$ cat config.mk
export PLATFORM = sky130hd
export DESIGN_NAME = sram_mem_ctrl_flat
export DESIGN_NICKNAME = d
export VERILOG_FILES = /design/src/rtl/sram_mem_ctrl_pkg.sv /design/src/rtl/sram_mem_ctrl_if.sv /design/src/rtl/sram_mem_ctrl_phase_timer.sv /design/src/rtl/sram_mem_ctrl.sv /design/src/flat_wrapper.sv
export SDC_FILE = /design/constraint.sdc
export NUM_CORES = 1
export LEC_CHECK = 0
export BUFFER_PORTS_ARGS = -buffer_cell sky130_fd_sc_hd__buf_2
export CORE_UTILIZATION = 25
export CTS_CLUSTER_SIZE = 25
export DETAILED_ROUTE_END_ITERATION = 16
export GPL_TIMING_DRIVEN = 0
export SYNTH_ARGS = -nofsm -noshare
export SYNTH_HDL_FRONTEND = slang
export SYNTH_HIERARCHICAL = 1
export SYNTH_SLANG_ARGS = --single-unit
export TNS_END_PERCENT = 5
$ cat constraint.sdc
create_clock -name clk -period 7.75 [get_ports clk]
set_input_delay 1.55 -clock clk [delete_from_list [all_inputs] [get_ports clk]]
set_output_delay 1.55 -clock clk [all_outputs]
set_load 0.01 [all_outputs]
$ cat src/rtl/sram_mem_ctrl_pkg.sv
`default_nettype none
// ============================================================================
// Module   : sram_mem_ctrl_pkg
// Brief    : Shared definitions for the MEM-stage to 16-bit SRAM sequencer.
// Revision : 1.0 - initial release
// ============================================================================
package sram_mem_ctrl_pkg;

  typedef enum logic [1:0] {
    ST_IDLE = 2'd0,
    ST_LO   = 2'd1,
    ST_HI   = 2'd2,
    ST_DONE = 2'd3
  } state_t;

  localparam int unsigned C_SRAM_DW             = 16;
  localparam int unsigned C_WORD_DW             = 32;
  localparam int unsigned C_DEFAULT_BASE_ADDR   = 1024;
  localparam int unsigned C_DEFAULT_SRAM_AW     = 18;
  localparam int unsigned C_DEFAULT_WAIT_CYCLES = 1;

  // Counter width able to hold WAIT_CYCLES; never narrower than one bit.
  function automatic int unsigned timer_width(input int unsigned wait_cycles);
    return (wait_cycles > 0) ? $clog2(wait_cycles + 1) : 1;
  endfunction

endpackage
`default_nettype wire

$ cat src/rtl/sram_mem_ctrl_if.sv
`default_nettype none
// ============================================================================
// Module   : sram_mem_ctrl_if
// Brief    : MEM-stage request bus plus external SRAM pins for sram_mem_ctrl.
// Revision : 1.0 - initial release
// ============================================================================
interface sram_mem_ctrl_if
  import sram_mem_ctrl_pkg::*;
#(
  parameter int unsigned SRAM_AW = C_DEFAULT_SRAM_AW
) ();

  logic                 wr_en;
  logic                 rd_en;
  logic [C_WORD_DW-1:0] addr;
  logic [C_WORD_DW-1:0] wdata;
  logic [C_WORD_DW-1:0] rdata;
  logic                 ready;
  logic [SRAM_AW-1:0]   sram_addr;
  logic [C_SRAM_DW-1:0] sram_dq_o;
  logic [C_SRAM_DW-1:0] sram_dq_i;
  logic                 sram_dq_oe;
  logic                 sram_we_n;
  logic                 sram_oe_n;

  // master = pipeline plus SRAM device side, slave = the controller
  modport master (
    output wr_en, rd_en, addr, wdata, sram_dq_i,
    input  rdata, ready, sram_addr, sram_dq_o, sram_dq_oe, sram_we_n, sram_oe_n
  );

  modport slave (
    input  wr_en, rd_en, addr, wdata, sram_dq_i,
    output rdata, ready, sram_addr, sram_dq_o, sram_dq_oe, sram_we_n, sram_oe_n
  );

endinterface
`default_nettype wire

$ cat src/rtl/sram_mem_ctrl_phase_timer.sv
`default_nettype none
// ============================================================================
// Module   : sram_mem_ctrl_phase_timer
// Brief    : Clear/enable phase counter; o_tc flags the last cycle of a phase.
// Revision : 1.0 - initial release
// ============================================================================
module sram_mem_ctrl_phase_timer
  import sram_mem_ctrl_pkg::*;
#(
  parameter int unsigned WAIT_CYCLES = C_DEFAULT_WAIT_CYCLES
) (
  input  wire logic clk,
  input  wire logic rst,
  input  wire logic i_clr,
  input  wire logic i_en,
  output logic      o_tc
);

  localparam int unsigned     C_CW = timer_width(WAIT_CYCLES);
  localparam logic [C_CW-1:0] C_TC = C_CW'(WAIT_CYCLES);

  logic [C_CW-1:0] r_count;

  // Clear wins over enable so the count restarts on the phase boundary.
  always_ff @(posedge clk or posedge rst) begin
    if (rst) begin
      r_count <= '0;
    end else if (i_clr) begin
      r_count <= '0;
    end else if (i_en) begin
      r_count <= r_count + C_CW'(1);
    end
  end

  assign o_tc = (r_count == C_TC);

endmodule
`default_nettype wire

$ cat src/rtl/sram_mem_ctrl.sv
`default_nettype none
// ============================================================================
// Module   : sram_mem_ctrl
// Brief    : Splits 32-bit LDR/STR into two 16-bit SRAM phases with wait states.
// Revision : 1.0 - initial release
// ============================================================================
module sram_mem_ctrl
  import sram_mem_ctrl_pkg::*;
#(
  parameter int unsigned BASE_ADDR   = C_DEFAULT_BASE_ADDR,
  parameter int unsigned SRAM_AW     = C_DEFAULT_SRAM_AW,
  parameter int unsigned WAIT_CYCLES = C_DEFAULT_WAIT_CYCLES
) (
  input wire logic       clk,
  input wire logic       rst,
  sram_mem_ctrl_if.slave bus
);

  state_t               r_state;
  logic                 r_is_write;
  logic [SRAM_AW-2:0]   r_hw_word;
  logic [C_SRAM_DW-1:0] r_wdata_hi;
  logic [C_WORD_DW-1:0] r_rdata;
  logic [SRAM_AW-1:0]   r_sram_addr;
  logic [C_SRAM_DW-1:0] r_dq_o;
  logic                 r_dq_oe;
  logic                 r_we_n;
  logic                 r_oe_n;

  logic                 w_req;
  logic                 w_tc;
  logic                 w_in_phase;
  logic                 w_timer_clr;
  logic [SRAM_AW-2:0]   w_hw_word;

  assign w_req       = bus.wr_en | bus.rd_en;
  assign w_in_phase  = (r_state == ST_LO) || (r_state == ST_HI);
  assign w_timer_clr = ~w_in_phase | w_tc;

  // Word index relative to BASE_ADDR; truncation gives the modulo wrap.
  assign w_hw_word = (SRAM_AW-1)'((bus.addr - BASE_ADDR) >> 2);

  sram_mem_ctrl_phase_timer #(
    .WAIT_CYCLES (WAIT_CYCLES)
  ) u_phase_timer (
    .clk   (clk),
    .rst   (rst),
    .i_clr (w_timer_clr),
    .i_en  (w_in_phase),
    .o_tc  (w_tc)
  );

  always_ff @(posedge clk or posedge rst) begin
    if (rst) begin
      r_state     <= ST_IDLE;
      r_is_write  <= 1'b0;
      r_hw_word   <= '0;
      r_wdata_hi  <= '0;
      r_rdata     <= '0;
      r_sram_addr <= '0;
      r_dq_o      <= '0;
      r_dq_oe     <= 1'b0;
      r_we_n      <= 1'b1;
      r_oe_n      <= 1'b1;
    end else begin
      case (r_state)
        ST_IDLE: begin
          if (w_req) begin
            // Write wins when both requests are present.
            r_state     <= ST_LO;
            r_is_write  <= bus.wr_en;
            r_hw_word   <= w_hw_word;
            r_wdata_hi  <= bus.wdata[31:16];
            r_sram_addr <= {w_hw_word, 1'b0};
            r_dq_o      <= bus.wdata[15:0];
            r_dq_oe     <= bus.wr_en;
            r_we_n      <= ~bus.wr_en;
            r_oe_n      <= bus.wr_en;
          end
        end
        ST_LO: begin
          if (w_tc) begin
            r_state     <= ST_HI;
            r_sram_addr <= {r_hw_word, 1'b1};
            r_dq_o      <= r_wdata_hi;
            if (!r_is_write) begin
              r_rdata[15:0] <= bus.sram_dq_i;
            end
          end
        end
        ST_HI: begin
          if (w_tc) begin
            r_state <= ST_DONE;
            r_dq_oe <= 1'b0;
            r_we_n  <= 1'b1;
            r_oe_n  <= 1'b1;
            if (!r_is_write) begin
              r_rdata[31:16] <= bus.sram_dq_i;
            end
          end
        end
        ST_DONE: begin
          r_state <= ST_IDLE;
        end
        default: begin
          r_state <= ST_IDLE;
        end
      endcase
    end
  end

  // Idle ready drops as soon as a request appears so the pipeline freezes in the same cycle.
  assign bus.ready      = (r_state == ST_DONE) || ((r_state == ST_IDLE) && !w_req);
  assign bus.rdata      = r_rdata;
  assign bus.sram_addr  = r_sram_addr;
  assign bus.sram_dq_o  = r_dq_o;
  assign bus.sram_dq_oe = r_dq_oe;
  assign bus.sram_we_n  = r_we_n;
  assign bus.sram_oe_n  = r_oe_n;

endmodule
`default_nettype wire

$ cat src/flat_wrapper.sv
// flat-port wrapper written by rule: the top's interface ports become plain ports
module sram_mem_ctrl_flat import sram_mem_ctrl_pkg::*;
#(
  parameter int unsigned BASE_ADDR   = C_DEFAULT_BASE_ADDR,
  parameter int unsigned SRAM_AW     = C_DEFAULT_SRAM_AW,
  parameter int unsigned WAIT_CYCLES = C_DEFAULT_WAIT_CYCLES
)
  (clk, rst, bus_wr_en, bus_rd_en, bus_addr, bus_wdata, bus_sram_dq_i, bus_rdata, bus_ready, bus_sram_addr, bus_sram_dq_o, bus_sram_dq_oe, bus_sram_we_n, bus_sram_oe_n);
  sram_mem_ctrl_if #(.SRAM_AW(SRAM_AW)) bus_i ();
  input wire logic clk;
  input wire logic rst;
  input wire logic [$bits(bus_i.wr_en)-1:0] bus_wr_en;
  input wire logic [$bits(bus_i.rd_en)-1:0] bus_rd_en;
  input wire logic [$bits(bus_i.addr)-1:0] bus_addr;
  input wire logic [$bits(bus_i.wdata)-1:0] bus_wdata;
  input wire logic [$bits(bus_i.sram_dq_i)-1:0] bus_sram_dq_i;
  output wire logic [$bits(bus_i.rdata)-1:0] bus_rdata;
  output wire logic [$bits(bus_i.ready)-1:0] bus_ready;
  output wire logic [$bits(bus_i.sram_addr)-1:0] bus_sram_addr;
  output wire logic [$bits(bus_i.sram_dq_o)-1:0] bus_sram_dq_o;
  output wire logic [$bits(bus_i.sram_dq_oe)-1:0] bus_sram_dq_oe;
  output wire logic [$bits(bus_i.sram_we_n)-1:0] bus_sram_we_n;
  output wire logic [$bits(bus_i.sram_oe_n)-1:0] bus_sram_oe_n;
  assign bus_i.wr_en = bus_wr_en;
  assign bus_i.rd_en = bus_rd_en;
  assign bus_i.addr = bus_addr;
  assign bus_i.wdata = bus_wdata;
  assign bus_i.sram_dq_i = bus_sram_dq_i;
  assign bus_rdata = bus_i.rdata;
  assign bus_ready = bus_i.ready;
  assign bus_sram_addr = bus_i.sram_addr;
  assign bus_sram_dq_o = bus_i.sram_dq_o;
  assign bus_sram_dq_oe = bus_i.sram_dq_oe;
  assign bus_sram_we_n = bus_i.sram_we_n;
  assign bus_sram_oe_n = bus_i.sram_oe_n;
  sram_mem_ctrl #(.BASE_ADDR(BASE_ADDR), .SRAM_AW(SRAM_AW), .WAIT_CYCLES(WAIT_CYCLES)) u_core (.clk(clk), .rst(rst), .bus(bus_i));
endmodule
==> results.py <==
metrics = {
    "run_status": {
        "status": "finished clean",
    },
    "floorplan": {
        "chipHeight_um": 137,
        "core_area_mm2": 0.0180,
        "start_util": 0.254,
        "pin_count": 154,
        "die_x_um": 137,
        "rows": 49,
        "dieArea_mm2": 0.0188,
    },
    "layout": {
        "final_common_cell": "buf_2",
        "fill_cells": 1819,
        "regArea_mm2": 0.00266,
        "drive_gt1_frac": 0.474,
        "final_cell_mix": "145 x buf_2, 104 x dfrtp_1, 57 x mux2_2",
        "instances_no_fill": 742,
        "nNetsFinal": 599,
        "antennaDiodeCount": 0,
        "multi_input_area_mm2": 0.00175,
        "area_delta_synth_final_pct": 28.8,
    },
    "power": {
        "power.share.switching": 0.364,
        "seqPwrFrac": 0.381,
        "p_int_mw": 1.64,
        "p_comb_frac": 0.433,
        "powerDensity_mw_per_mm2": 438,
        "p_sw_mw": 0.937,
        "irDropWorstVdd_uv": 163,
        "clkPwrFrac": 0.186,
        "leakage_nw": 2.75,
    },
    "worst_setup_path": {
        "crit_family": "simple AND/OR/NAND/NOR gates",
        "crit_path_top_delay_cell": "or3b_1",
        "critPathRequiredTime_ns": 6.20,
        "critPathBufInv": 3,
        "worstSetupPathType": "primary input to output port",
        "max_stage_delay_ns": 0.38,
        "arrival_ns": 2.41,
        "end_kind": "output port",
        "path_cells": "buf_2 > or3b_1 > buf_6 > nand2b_1 > buf_2",
        "crit_top_cell": "buf_2",
        "startpoint_type": "primary input",
        "worstPathMaxFanout": 8,
    },
    "yosys": {
        "yosysTopAreaCell": "dfrtp_1",
        "yosys_warnings": 6,
        "yosysSeqAreaShare": 0.581,
        "yosys-top-cells-area": "dfrtp_1 57%, mux2_2 14%, mux2i_1 5.3%",
        "ys_ff_latch": 106,
        "synth_nets": 449,
        "post_synth.cell_area_avg_um2": 12.7,
        "postSynthCellCount": 359,
        "yosysUniqueCellTypes": 38,
        "synth_top_area_share": 0.570,
        "netlist_area_mm2": 0.00457,
    },
    "route": {
        "first_pass_iters": 4,
        "vias_per_cell": 4.44,
        "wl_per_cell_um": 15.1,
        "drc": 0,
        "vias": 3294,
        "drtIter0Drc": 57,
        "wl_um": 11200,
        "postRouteAntennaNets": 0,
    },
    "global_routing": {
        "grt_remaining_overflow": 0,
        "gr-usage-met2": 0.209,
        "track_usage": 0.123,
        "grt_pass1_vias": 3378,
        "met3_usage": 0.0471,
        "antenna_found_initial": 1,
        "grt_pass1_wl_um": 17300,
        "grt_max_degree": 73,
        "grtUsageMet1": 0.144,
        "grt_busiest_layer": "met2",
    },
    "clock_network": {
        "clk_pin_slew_ns": 0.07,
        "cts_buffers": 9,
        "clk_latency_ns": 0.35,
        "htreeDepth": 3,
        "cts_num_sinks": 106,
        "cts_hold_buf": 0,
        "clockRootBuffer": "clkbuf_16",
        "cts_tree": "yes",
        "postCtsSetupBuffers": 0,
        "cts_resized": 0,
        "cts.path.max_buffers": 2,
    },
    "timing": {
        "tightest_slew_ns": 0.870,
        "fin_tns_setup_ns": 0,
        "drv_slew": 0,
        "fin_crit_sh": 0.511,
        "fin_skew_ns": 0.00602,
        "max_slew_margin": 0.416,
        "setup_ws_ns": 3.79,
        "setup_viol": 0,
        "hold_viol": 0,
        "period_needed_ns": 3.96,
        "grt_setup_unrepaired": "no",
        "fmax_mhz": 253,
    },
    "placed_design": {
        "gp_congestion": 0.770,
        "pre_cts_slack_ns": 3.79,
        "place_inst": 727,
        "dpl.hpwl_um": 8410,
        "port_buffers": 138,
    },
    "job": {
        "drv_cap": 0,
    },
    "hold_path": {
        "hold_class": "register to register",
    },
}
## layout make-up
class                           count  area share
Sequential cell                   106       0.451
Multi-Input combinational cell    224       0.297
Timing Repair Buffer              139       0.122
Tap cell                          229      0.0487
Clock buffer                        9      0.0383
Buffer                             20      0.0223
Clock inverter                      6      0.0140
Inverter                            9     0.00617
## cell families after synthesis
kind of cell | synth area share
and+or+nand+nor | 0.0676
xor gates and xnor gates | 0.0153
muxes | 0.198
buffers and inverters | 0.0361
AOI/OAI and AO/OA | 0.0854
DFF | 0.581
adders and majority gates | 0.0164
## stage by stage
stage,power [mW],util,cell area (um^2),hold WS [ns]
after floorplan,1.72,-,4570,0.449
after global placement,2.08,0.309,5550,0.461
after detailed placement,2.14,0.310,5580,0.466
after CTS,2.63,0.328,5880,0.481
after global routing,2.79,0.328,5880,0.505
final,2.58,0.328,5880,0.478
## tightest hold or removal path, delay by kind of cell, from the launching register on
kind	cells	cell delay (ns)
flops	1	0.34
compound gates	1	0.06
simple gates	1	0.04
## cells in the mapped netlist
master,number
o211a_1,1
clkbuf_1,3
or4_4,1
o211ai_1,2
nor3b_1,2
inv_1,9
a21oi_1,3
nor3_1,1
clkbuf_2,2
a21boi_0,1
o21ai_1,1
buf_6,5
dfrtp_1,104
buf_1,1
o21ai_2,8
nand2_1,45
xnor2_1,8
nor4_2,2
nor2_1,7
mux2_1,2
or2_2,1
or3b_1,1
buf_4,2
a32oi_1,3
mux2_2,57
nand2b_1,3
dfstp_2,2
mux2i_1,24
o211ai_4,1
o22ai_1,1
nand3_1,2
nand3b_1,1
buf_2,7
and2_1,1
o21a_1,3
o21ai_0,33
ha_1,6
o22a_1,3
## power groups by stage
stage / registers [mW] / logic, mW / clock network [mW]
5_1_grt: 1.02 / 1.25 / 0.519
4_1_cts: 0.984 / 1.14 / 0.503
3_5_place_dp: 0.995 / 1.14 / 0
6_report: 0.981 / 1.12 / 0.479
3_3_place_gp: 0.980 / 1.10 / 0
2_1_floorplan: 1.05 / 0.661 / 0
## final timing paths
check / startpoint / to / slack (ns) / cells after the start
hold / removal: u_core/bus.sram_dq_o[15]$_DFFE_PP0P_ / u_core/bus.sram_dq_o[15]$_DFFE_PP0P_ / 0.48 / 2
min in group asynchronous: rst / u_core/u_phase_timer/o_tc$_DFFE_PP0P_ / 1.05 / 2
setup / recovery: bus_rd_en / bus_ready / 3.79 / 5
setup reg to reg: u_core/r_state[0]$_DFFE_PP0P_ / u_core/r_wdata_hi[0]$_DFFE_PP0P_ / 5.53 / 6
max in group asynchronous: rst / u_core/bus.sram_we_n$_DFFE_PP1P_ / 5.82 / 3
hold reg to reg: u_core/bus.sram_dq_o[15]$_DFFE_PP0P_ / u_core/bus.sram_dq_o[15]$_DFFE_PP0P_ / 0.48 / 2
## sequential cells by signal, indices dropped and copies added (netlist names), 2 cells and up
name                  count
u_core/r_state            2
u_core/r_wdata_hi        16
u_core/r_hw_word         17
u_core/bus.rdata         32
u_core/bus.sram_dq_o     16
u_core/bus.sram_addr     18
## per-layer routing
metal | up-vias | share of wire
met3 | 11 | 0.066
li1 | 1542 | -
met4 | 2 | 0.010
met5 | - | 0.00089
met1 | 1635 | 0.43
met2 | 104 | 0.49
Power figures use the tool's default switching activity.
